### src/rtl/keypad_scan.sv
// keypad_scan: 4x4 active-low keypad scanner with debounce, key strobe and two-digit entry register
module keypad_scan #(
  parameter int SCAN_DIV       = 1000,
  parameter int DEBOUNCE_SCANS = 4
) (
  input  logic       clk,
  input  logic       rst_n,
  output logic [3:0] ROW,
  input  logic [3:0] COL,
  output logic       key_valid,
  output logic [3:0] key_code,
  output logic [7:0] data
);
  localparam int DW = $clog2(SCAN_DIV);
  localparam int CW = $clog2(DEBOUNCE_SCANS + 1);
  typedef enum logic [1:0] {IDLE, DEB_PRESS, PRESSED, DEB_REL} state_t;
  state_t        state_q, state_d;
  logic [3:0]    col_s1_q, col_s2_q;
  logic [DW-1:0] div_q;
  logic [1:0]    row_q;
  logic [11:0]   samp_q;
  logic          tick;
  logic [15:0]   scan_vec;
  logic [1:0]    ones;
  logic [3:0]    hit_code;
  logic          done_q;
  logic [1:0]    ones_q;
  logic [3:0]    code_q;
  logic [CW-1:0] cnt_q, cnt_d, cnt_inc;
  logic [3:0]    cand_q, cand_d;
  logic          rep;
  logic          key_valid_q;
  logic [3:0]    key_code_q;
  logic [7:0]    data_q;
  assign tick      = div_q == DW'(SCAN_DIV - 1);
  assign ROW       = ~(4'b0001 << row_q);
  assign scan_vec  = {~col_s2_q, samp_q};
  assign cnt_inc   = cnt_q + 1'b1;
  assign key_valid = key_valid_q;
  assign key_code  = key_code_q;
  assign data      = data_q;
  // Two-flop synchroniser on the asynchronous column inputs (idle = all high)
  always_ff @(posedge clk or negedge rst_n) begin
    if (!rst_n) begin
      col_s1_q <= 4'hF;
      col_s2_q <= 4'hF;
    end else begin
      col_s1_q <= COL;
      col_s2_q <= col_s1_q;
    end
  end
  // Row dwell divider, row pointer and per-row column capture; rows 0..2 shift down so [3:0] ends up as row 0
  always_ff @(posedge clk or negedge rst_n) begin
    if (!rst_n) begin
      div_q  <= '0;
      row_q  <= 2'd0;
      samp_q <= '0;
    end else begin
      div_q <= tick ? '0 : div_q + 1'b1;
      if (tick) begin
        row_q  <= row_q + 2'd1;
        samp_q <= {~col_s2_q, samp_q[11:4]};
      end
    end
  end
  // Classify a full scan: number of pressed keys (saturating at 2) and the code of a pressed key
  always_comb begin
    ones     = 2'd0;
    hit_code = 4'h0;
    for (int i = 0; i < 16; i++)
      if (scan_vec[i]) begin
        hit_code = 4'(i);
        ones     = (ones == 2'd0) ? 2'd1 : 2'd2;
      end
  end
  // Register the scan result as a one-cycle scan_done pulse after the row-3 tick
  always_ff @(posedge clk or negedge rst_n) begin
    if (!rst_n) begin
      done_q <= 1'b0;
      ones_q <= 2'd0;
      code_q <= 4'h0;
    end else begin
      done_q <= tick && row_q == 2'd3;
      if (tick && row_q == 2'd3) begin
        ones_q <= ones;
        code_q <= hit_code;
      end
    end
  end
  // Debounce FSM state, consecutive-scan counter and candidate key
  always_ff @(posedge clk or negedge rst_n) begin
    if (!rst_n) begin
      state_q <= IDLE;
      cnt_q   <= '0;
      cand_q  <= 4'h0;
    end else begin
      state_q <= state_d;
      cnt_q   <= cnt_d;
      cand_q  <= cand_d;
    end
  end
  // Debounce next-state: act only on scan_done; a report fires when the press count reaches its target
  always_comb begin
    state_d = state_q;
    cnt_d   = cnt_q;
    cand_d  = cand_q;
    rep     = 1'b0;
    if (done_q)
      case (state_q)
        IDLE:
          if (ones_q == 2'd1) begin
            state_d = DEB_PRESS;
            cand_d  = code_q;
            cnt_d   = CW'(1);
          end
        DEB_PRESS:
          if (ones_q == 2'd1 && code_q == cand_q) begin
            cnt_d = cnt_inc;
            if (cnt_inc == CW'(DEBOUNCE_SCANS)) begin
              state_d = PRESSED;
              rep     = 1'b1;
            end
          end else if (ones_q == 2'd1) begin
            cand_d = code_q;
            cnt_d  = CW'(1);
          end else
            state_d = IDLE;
        PRESSED:
          if (ones_q == 2'd0) begin
            state_d = DEB_REL;
            cnt_d   = CW'(1);
          end
        DEB_REL:
          if (ones_q == 2'd0) begin
            cnt_d = cnt_inc;
            if (cnt_inc == CW'(DEBOUNCE_SCANS)) state_d = IDLE;
          end else
            state_d = PRESSED;
      endcase
  end
  // Registered report: strobe, held code and entry shift register
  always_ff @(posedge clk or negedge rst_n) begin
    if (!rst_n) begin
      key_valid_q <= 1'b0;
      key_code_q  <= 4'h0;
      data_q      <= 8'h00;
    end else begin
      key_valid_q <= rep;
      if (rep) begin
        key_code_q <= cand_q;
        data_q     <= {data_q[3:0], cand_q};
      end
    end
  end
endmodule

### config.mk
export PLATFORM = sky130hd
export DESIGN_NAME = keypad_scan
export DESIGN_NICKNAME = d
export VERILOG_FILES = /design/src/rtl/keypad_scan.sv
export SDC_FILE = /design/constraint.sdc
export NUM_CORES = 1
export LEC_CHECK = 0
export BUFFER_PORTS_ARGS = -buffer_cell sky130_fd_sc_hd__buf_4
export CAP_MARGIN = 20
export CORE_ASPECT_RATIO = 1.25
export CORE_MARGIN = 2
export CORE_UTILIZATION = 54
export DETAILED_ROUTE_END_ITERATION = 8
export GPL_ROUTABILITY_DRIVEN = 0
export GPL_TIMING_DRIVEN = 1
export MAX_ROUTING_LAYER = met4
export PLACE_DENSITY = 0.75
export SETUP_SLACK_MARGIN = 0.4
export SLEW_MARGIN = 20
export SYNTH_ARGS = -nofsm -noshare
export SYNTH_HDL_FRONTEND = slang
export SYNTH_SLANG_ARGS = --single-unit
### constraint.sdc
create_clock -name clk -period 2.7 [get_ports clk]
set_input_delay 0.54 -clock clk [delete_from_list [all_inputs] [get_ports clk]]
set_output_delay 0.54 -clock clk [all_outputs]
set_load 0.005 [all_outputs]
==> results of run 1 <==
[worst min path at each step]
stage	cells after the start	startpoint	end	slack (ns)
2_1_floorplan	0	rst_n	cand_q[0]$_DFFE_PN0P_	0.24
3_3_place_gp	0	col_s1_q[3]$_DFF_PN1_	col_s2_q[3]$_DFF_PN1_	0.35
3_5_place_dp	0	col_s1_q[0]$_DFF_PN1_	col_s2_q[0]$_DFF_PN1_	0.35
4_1_cts	1	rst_n	cnt_q[1]$_DFFE_PN0P_	0.27
5_1_grt	1	COL[3]	col_s1_q[3]$_DFF_PN1_	0.29
6_report	1	rst_n	cnt_q[1]$_DFFE_PN0P_	0.23
[worst register-to-register path, stage by stage (launching register included)]
cell and delay, ns:
dfrtp_1 0.38, inv_2 0.06, ha_4 0.30, nor2_2 0.07, a211o_2 0.39, a221oi_4 0.42
buf_4 0.21, a21bo_4 0.13, o311ai_4 0.14, nor3b_2 0.20, o21bai_1 0.20, nand4_1 0.13
nand2_1 0.09
[cells by family (layout without fill, tap and decap cells)]
family	after synthesis	after routing	share of synthesized area
adder cells (fa/ha/maj)	10	10	0.0389
XOR/XNOR	12	12	0.0330
flip-flops	57	57	0.451
AND/OR/NAND/NOR	106	106	0.168
AO/OA/AOI/OAI	91	91	0.210
buffers and inverters	36	71	0.0526
multiplexers	13	13	0.0467
[cell type report]
type | count | area share
clock inverters | 7 | 0.0275
flip-flops and latches | 57 | 0.384
inverters | 22 | 0.0221
repair buffers | 33 | 0.0663
well taps | 66 | 0.0221
multi-input cells | 232 | 0.444
clock buffers | 9 | 0.0332
[cell usage in the layout, fill, tap and decap left out, types with 3 or more instances in the layout]
master,count
a31oi_1,7
nand2_1,38
mux2_2,12
buf_4,33
clkbuf_8,9
nand4_1,3
or3_1,5
nor2_1,23
ha_1,7
dfrtp_1,49
dfstp_2,8
inv_1,20
and3_1,4
nor3_1,3
nand2b_1,4
o21ai_0,31
nand3_1,5
xor2_1,10
a21oi_1,16
[state kept, by name, indices dropped and copies added, names as in the netlist]
| signal | cells |
|---|---|
| col_s1_q | 4 |
| state_q | 2 |
| ones_q | 2 |
| samp_q | 12 |
| row_q | 2 |
| col_s2_q | 4 |
| data | 5 |
| div_q | 10 |
| done_q | 1 |
| key_valid | 1 |
| key_code | 3 |
| cnt_q | 3 |
| code_q | 4 |
| cand_q | 4 |
[repair_timing]
action / in CTS / in global routing
resized for setup: 4 / 0
buffers inserted: 1 / 1
endpoints found under the setup margin: 2 / 2
hold buffers: 0 / 0
pin swaps: 4 / 0
[layer usage]
layer	part of all wire	GRT usage	up-vias
li1	-	-	1218
met1	0.42	0.250	1215
met2	0.53	0.363	55
met3	0.030	0.0370	20
met4	0.028	0.133	0
met5	0	-	-
[power breakdown]
group / switching, mW / internal (mW)
clock: 0.365 / 0.528
combinational: 0.0257 / 0.0109
sequential: 0.00724 / 0.865
total: 0.397 / 1.40
[through the flow]
step / setup TNS [ns] / utilization / worst slack (ns) / area (um^2) / std cells
after global placement: 0 / 0.606 / 0.0175 / 3480 / 408
final: -0.137 / 0.651 / -0.0873 / 3740 / 426
after floorplan: 0 / - / 0.123 / 3240 / 325
after CTS: -0.0724 / 0.650 / -0.0546 / 3730 / 425
after detailed placement: -0.0969 / 0.606 / -0.0735 / 3480 / 408
after global routing: -0.429 / 0.651 / -0.216 / 3740 / 426
==> reports/metrics.yaml, run 1 <==
logic_synthesis:
  yosysWarnings: 0
  synth.cell_area_mm2: 0.00319
  synthTopCellsByCount: "dfrtp_1 (49), nand2_1 (38), o21ai_0 (31)"
  synth.largest_area_cell: "dfrtp_1"
  synth.yosys.seq_area_share: 0.451
  synth.most_common_cell: "dfrtp_1"
  async_flop_share: 1.00
  synth_top_area_frac: 0.385
  synth_flop_cell: "dfrtp_1"
  syn_nets: 340
  synth_area_leaders: "dfrtp_1 (38%), dfstp_2 (6.6%), o21ai_0 (4.9%)"
  synth_cells: 325
  synth.avg_cell_area_um2: 9.81
  ys_ff_latch: 57
  synth.distinct_cells: 66
  synth_edf_count: 0
critical_path:
  cp.depth: 12
  r2r_end: "ones_q[0]$_DFFE_PN0P_"
  rr_startpoint: "samp_q[1]$_DFFE_PN0N_"
  cp-endpoint: "ones_q[0]$_DFFE_PN0P_"
  critPathBufInv: 2
  critPathLaunchType: "register"
  critPathLaunch: "samp_q[1]$_DFFE_PN0N_"
  crit_type: "register to register"
  worstRegToRegCells: 12
  crit_family: "compound AO/OA/AOI/OAI gates"
  arrival_ns: 3.06
  worst-path-max-fanout: 6
  cpPeakStageDelay_ns: 0.42
  crit_chain: "inv_2 -> ha_4 -> nor2_2 -> a211o_2 -> a221oi_4 -> buf_4 -> a21bo_4 -> o311ai_4 -> nor3b_2 -> o21bai_1 -> nand4_1 -> nand2_1"
  required_ns: 2.97
  crit_path_top_delay_cell: "a221oi_4"
  setup.reg_to_reg.worst_slack_ns: -0.09
  end_kind: "register"
run_status:
  failed_checks: "setup timing"
  status: "finished with violations"
timing:
  whs_ns: 0.233
  final.period_utilization: 1.03
  tightest_slew_ns: 0.683
  fmax_mhz: 359
  rsz0062_at_grt: "yes"
  slew_violations: 0
  setup_viol: 2
  clock_skew_ns: 0.00535
  setup_ws_ns: -0.0873
  maxSlewHeadroom: 0.544
  finalHoldViolCount: 0
  period_needed_ns: 2.79
route:
  avgViaCountPerCell: 5.89
  drc: 0
  vias: 2508
  routed_wl_um: 6370
  ant_nets: 0
  routedWlPerCell_um: 15.0
  drtIter0Drc: 150
  dr.pass1.iters: 4
floorplanning:
  die_y_um: 89.9
  io_pins: 23
  die_area_mm2: 0.00654
  fp.dieW_um: 72.7
  rows: 31
  initial_utilization: 0.555
  core_mm2: 0.00574
pwr:
  leakagePower_nw: 1.69
  pwr_density_cell_mw_per_mm2: 482
  peakVddDrop_mv: 0.526
  total_power_mw: 1.80
grt:
  grt_max_degree: 58
  gr-total-overflow: 0
  grt_pass1_wl_um: 11200
  grt_use_total: 0.222
  antenna_found_initial: 0
  grt_pass1_vias: 2590
cts:
  clockBufferDepth: 2
  cts_tree: "built"
  clock-sinks: 57
  clockRootBuffer: "clkbuf_8"
  cts_buffers: 9
  clk_latency_ns: 0.33
  h-tree-depth: 3
  clk_pin_slew_ns: 0.07
final_layout:
  fin_nets: 370
  diodes: 0
  area.growth.synth_to_final_pct: 17.2
  drive_above_1_share: 0.272
  multi_input_area_mm2: 0.00166
  seq_area_mm2: 0.00144
  fillers: 448
place:
  io_buffer_count: 22
  post-dp-hpwl_um: 4680
job:
  max_cap_viol_count: 0
hold_path:
  hold_path.class: "primary input to asynchronous set/reset pin"
(Power assumes the default switching activity.)
==> inputs of run 2 (changes only) <==
Settings changed: CORE_UTILIZATION 54 to 57, PLACE_DENSITY 0.75 to 0.76.
Clock period 2.7 ns to 2.6 ns, I/O delays scaled along.
==> run 2 against run 1 <==
The flow still finishes with violations (setup timing). Largest cell class unchanged. Via count increased by 2.1%. Final area increased by 1.3%. Non-clock buffer count increased by 12. Critical endpoint unchanged. Flip-flop and latch count unchanged. Sequential power increased by 3.9%. Total power decreased by 2.9%. Core utilization increased by 5.0 points. Fmax decreased by 1.1%. Critical path depth decreased by 1.
==> reports/metrics.yaml, run 2 (same netlist as run 1, synthesis figures left out) <==
run_status:
  status: "finished with violations"
  failed_checks: "setup timing"
cts:
  cts_buffers: 9
  cts_tree: "built"
  clockBufferDepth: 2
  h-tree-depth: 3
  clk_pin_slew_ns: 0.06
  clk_latency_ns: 0.33
  clock-sinks: 57
  clockRootBuffer: "clkbuf_8"
final_layout:
  drive_above_1_share: 0.288
  area.growth.synth_to_final_pct: 18.8
  largest_reg_flops: 12
  diodes: 0
  fin_nets: 382
  top_register: "samp_q"
  stdcell_area_mm2: 0.00379
  layout_commonest_cell: "dfrtp_1"
  final_cell_mix: "dfrtp_1 (49), buf_4 (45), nand2_1 (38), o21ai_0 (31), nor2_1 (24)"
pwr:
  leakagePower_nw: 1.74
  pwr_density_cell_mw_per_mm2: 462
  peakVddDrop_mv: 0.379
  total_power_mw: 1.75
floorplanning:
  die_y_um: 87.6
  io_pins: 23
  rows: 30
  die_area_mm2: 0.00621
  initial_utilization: 0.590
  core_mm2: 0.00541
  fp.dieW_um: 70.9
timing:
  final.period_utilization: 1.08
  setup_ws_ns: -0.217
  setup-tns-final_ns: -0.376
  whs_ns: 0.215
  tightest_slew_ns: 0.682
  slew_violations: 0
  clock_skew_ns: 0.00732
  fmax_mhz: 355
  period_needed_ns: 2.82
  setup_viol: 2
  rsz0062_at_grt: "yes"
  finalHoldViolCount: 0
  maxSlewHeadroom: 0.545
critical_path:
  cp-endpoint: "ones_q[0]$_DFFE_PN0P_"
  cpPeakStageDelay_ns: 0.45
  cpMostUsedCell: "nand2_1"
  rr_startpoint: "samp_q[1]$_DFFE_PN0N_"
  r2r_end: "ones_q[0]$_DFFE_PN0P_"
  critPathLaunchType: "register"
  crit_path_top_delay_cell: "o311ai_4"
  worstRegToRegCells: 11
  critPathLaunch: "samp_q[1]$_DFFE_PN0N_"
  crit_chain: "inv_2 -> ha_4 -> nor2_1 -> nand2_1 -> a21oi_2 -> o21ai_0 -> o311ai_4 -> o211ai_4 -> a2111oi_4 -> a32oi_1 -> nand2_1"
  required_ns: 2.87
  end_kind: "register"
  crit_type: "register to register"
  setup.reg_to_reg.worst_slack_ns: -0.22
  worst-path-max-fanout: 5
  arrival_ns: 3.09
route:
  routed_wl_um: 6650
  avgViaCountPerCell: 5.87
  drtIter0Drc: 115
  vias: 2560
  drc: 0
  routedWlPerCell_um: 15.3
  ant_nets: 0
  dr.pass1.iters: 4
grt:
  grt_pass1_vias: 2554
  grt_pass1_wl_um: 11300
  grt_use_total: 0.241
  antenna_found_initial: 0
  gr-total-overflow: 0
  grt_max_degree: 58
place:
  place_ws_ns: -0.212
  io_buffer_count: 22
  placed_area_mm2: 0.00357
  post-dp-hpwl_um: 4970
job:
  max_cap_viol_count: 0
hold_path:
  hold_path.class: "primary input to asynchronous set/reset pin"
run 2: cell count changes in the layout (fill, tap and decap cells not counted), sizes merged:
cell      delta
clkbuf       +2
clkinvlp     +1
buf         +12
bufinv       -1
inv          -2
run 2: where the power goes:
part | total [mW] | internal, mW | switching [mW]
Sequential | 0.906 | 0.899 | 0.00739
Combinational | 0.0364 | 0.0111 | 0.0253
Clock | 0.807 | 0.465 | 0.343
run 2: layout make-up:
cell class,instances,area (um^2)
clock inverter,5,55.1
timing repair buffer,45,338
sequential,57,1440
tap,64,80.1
inverter,22,82.6
multi-input combinational,232,1650
clock buffer,11,141
fill,404,1620
run 2: critical path, delay by kind of cell (launching register included):
family | cells | cell delay [ns]
compound gates | 6 | 1.50
simple gates | 3 | 0.55
flops | 1 | 0.40
fa+ha+maj | 1 | 0.21
buf+inv | 1 | 0.08
run 2: how the worst min path moves through the flow:
stage / startpoint / endpoint / slack (ns) / cells after the start
final: rst_n / cnt_q[1]$_DFFE_PN0P_ / 0.22 / 1
after global routing: COL[3] / col_s1_q[3]$_DFF_PN1_ / 0.27 / 1
after CTS: rst_n / cnt_q[1]$_DFFE_PN0P_ / 0.25 / 1
after detailed placement: col_s1_q[0]$_DFF_PN1_ / col_s2_q[0]$_DFF_PN1_ / 0.35 / 0
after global placement: col_s1_q[0]$_DFF_PN1_ / col_s2_q[0]$_DFF_PN1_ / 0.35 / 0
after floorplan: rst_n / cand_q[0]$_DFFE_PN0P_ / 0.22 / 0
run 2: per-stage QoR:
step	util	std cells
detailed placement	0.661	419
finish	0.700	436
global placement	0.661	419
CTS	0.700	436
global route	0.700	436
floorplan	-	325
run 2: layer usage:
metal / global-route usage / vias up / share of wire
li1: - / 1234 / -
met1: 0.252 / 1244 / 0.40
met2: 0.432 / 67 / 0.54
met3: 0.0437 / 15 / 0.034
met4: 0.127 / 0 / 0.026
met5: - / - / 0
run 2: timing repair:
item                       in CTS  in global routing
hold buffers                    0                  0
resized for setup               2                  0
pin swaps                       1                  1
setup endpoints to repair       2                  2
setup buffers                   1                  0
==> inputs of run 3 (changes only) <==
Settings changed: CAP_MARGIN 20 to 30, RECOVER_POWER from default to 25.
==> run 3 against run 2 <==
Largest cell class unchanged. Core utilization barely moved. The flow still finishes with violations (setup timing). Register-to-register slack barely moved. Clock-buffer cell count did not move. Non-clock buffer count did not move. Via count barely moved. Highest routed layer unchanged.
==> reports/metrics.yaml, run 3 (same netlist as run 1, synthesis figures left out) <==
critical_path:
  required_ns: 2.87
  crit_type: "register to register"
  cpMostUsedCell: "nand2_1"
  crit_path_top_delay_cell: "o311ai_4"
  arrival_ns: 3.09
  cpPeakStageDelay_ns: 0.45
  end_kind: "register"
  critPathBufInv: 1
  crit_family: "compound AO/OA/AOI/OAI gates"
  crit_chain: "inv_2 -> ha_4 -> nor2_1 -> nand2_1 -> a21oi_2 -> o21ai_0 -> o311ai_4 -> o211ai_4 -> a2111oi_4 -> a32oi_1 -> nand2_1"
  critPathLaunchType: "register"
  worst-path-max-fanout: 5
floorplanning:
  rows: 30
  initial_utilization: 0.590
  core_mm2: 0.00541
  die_y_um: 87.6
  die_area_mm2: 0.00621
  fp.dieW_um: 70.9
  io_pins: 23
pwr:
  peakVddDrop_mv: 0.379
  leakagePower_nw: 1.74
  total_power_mw: 1.75
  pwr_density_cell_mw_per_mm2: 462
final_layout:
  top_register: "samp_q"
  fin_util: 0.700
  fin_nets: 382
  fillers: 405
  final_cell_mix: "dfrtp_1 (49), buf_4 (40), nand2_1 (38), o21ai_0 (31), nor2_1 (24)"
  largest_reg_flops: 12
  layout_commonest_cell: "dfrtp_1"
  area.growth.synth_to_final_pct: 18.7
  diodes: 0
  stdcell_area_mm2: 0.00378
  drive_above_1_share: 0.288
cts:
  clk_latency_ns: 0.33
  clk_pin_slew_ns: 0.07
  clockBufferDepth: 2
  clock-sinks: 57
  h-tree-depth: 3
  cts_tree: "built"
  cts_buffers: 9
  clockRootBuffer: "clkbuf_8"
grt:
  antenna_found_initial: 0
  grt_pass1_wl_um: 11300
  grt_max_degree: 58
  grt_use_total: 0.241
  gr-total-overflow: 0
  grt_pass1_vias: 2554
run_status:
  status: "finished with violations"
  failed_checks: "setup timing"
timing:
  fmax_mhz: 355
  tightest_slew_ns: 1.33
  final.period_utilization: 1.08
  whs_ns: 0.290
  rsz0062_at_grt: "yes"
  maxSlewHeadroom: 0.112
  slew_violations: 0
  setup_viol: 2
  period_needed_ns: 2.82
  setup_ws_ns: -0.217
  clock_skew_ns: 0.00738
  finalHoldViolCount: 0
place:
  io_buffer_count: 22
  post-dp-hpwl_um: 4970
  placed_area_mm2: 0.00357
  place_ws_ns: -0.212
route:
  drc: 0
  routed_wl_um: 6650
  routedWlPerCell_um: 15.3
  drtIter0Drc: 115
  vias: 2559
  avgViaCountPerCell: 5.87
  dr.pass1.iters: 4
  ant_nets: 0
job:
  max_cap_viol_count: 0
hold_path:
  hold_path.class: "primary input to register"
==> run 3: cell count changes in the layout (fill, tap and decap cells not counted) <==
cell	before	now
buf_4	45	40
clkbuf_4	0	4
clkbuf_2	0	1
==> run 3: final cells by class <==
class / instances / area [um^2] / share of cell area
Multi-Input combinational cell: 232 / 1650 / 0.437
Sequential cell: 57 / 1440 / 0.380
Timing Repair Buffer: 45 / 335 / 0.0886
Clock buffer: 11 / 141 / 0.0374
Inverter: 22 / 82.6 / 0.0218
Tap cell: 64 / 80.1 / 0.0212
Clock inverter: 5 / 55.1 / 0.0146
==> run 3: worst paths after layout <==
| path | from | endpoint | slack (ns) | depth (start not counted) |
|---|---|---|---|---|
| setup / recovery | samp_q[1]$_DFFE_PN0N_ | ones_q[0]$_DFFE_PN0P_ | -0.22 | 11 |
| hold / removal | COL[3] | col_s1_q[3]$_DFF_PN1_ | 0.29 | 1 |
| setup reg to reg | samp_q[1]$_DFFE_PN0N_ | ones_q[0]$_DFFE_PN0P_ | -0.22 | 11 |
| hold reg to reg | col_s1_q[0]$_DFF_PN1_ | col_s2_q[0]$_DFF_PN1_ | 0.36 | 0 |
| max in group asynchronous | rst_n | samp_q[4]$_DFFE_PN0N_ | 1.31 | 1 |
| min in group asynchronous | rst_n | cnt_q[1]$_DFFE_PN0P_ | 0.47 | 1 |
==> run 3: routing by layer <==
metal	vias to the layer above	wire (um)	global-route usage
met4	0	176	0.127
met3	15	225	0.0437
li1	1234	-	-
met1	1243	2640	0.252
met2	67	3610	0.432
met5	-	0	-
==> run 3: power by group <==
group	leakage, nW	internal [mW]	switching (mW)
combinational	0.886	0.0103	0.0252
sequential	0.755	0.899	0.00739
clock	0.0953	0.465	0.343
==> run 3: worst reg2reg max path, delay by kind of cell, from the launching register on <==
| kind | cells | cell delay, ns |
|---|---|---|
| fa+ha+maj | 1 | 0.21 |
| buf+inv | 1 | 0.09 |
| flops | 1 | 0.40 |
| simple gates | 3 | 0.55 |
| compound gates | 6 | 1.51 |
==> run 3: what timing repair did <==
item	in CTS	in global routing
buffers inserted	1	0
hold buffers	0	0
resized for setup	2	0
setup endpoints to repair	2	2
pin swaps	1	1
==> run 3: per-stage QoR <==
stage          TNS (ns)  cells
5_1_grt          -0.615    436
2_1_floorplan         0    325
3_3_place_gp     -0.143    419
3_5_place_dp     -0.374    419
6_report         -0.376    436
4_1_cts          -0.283    436
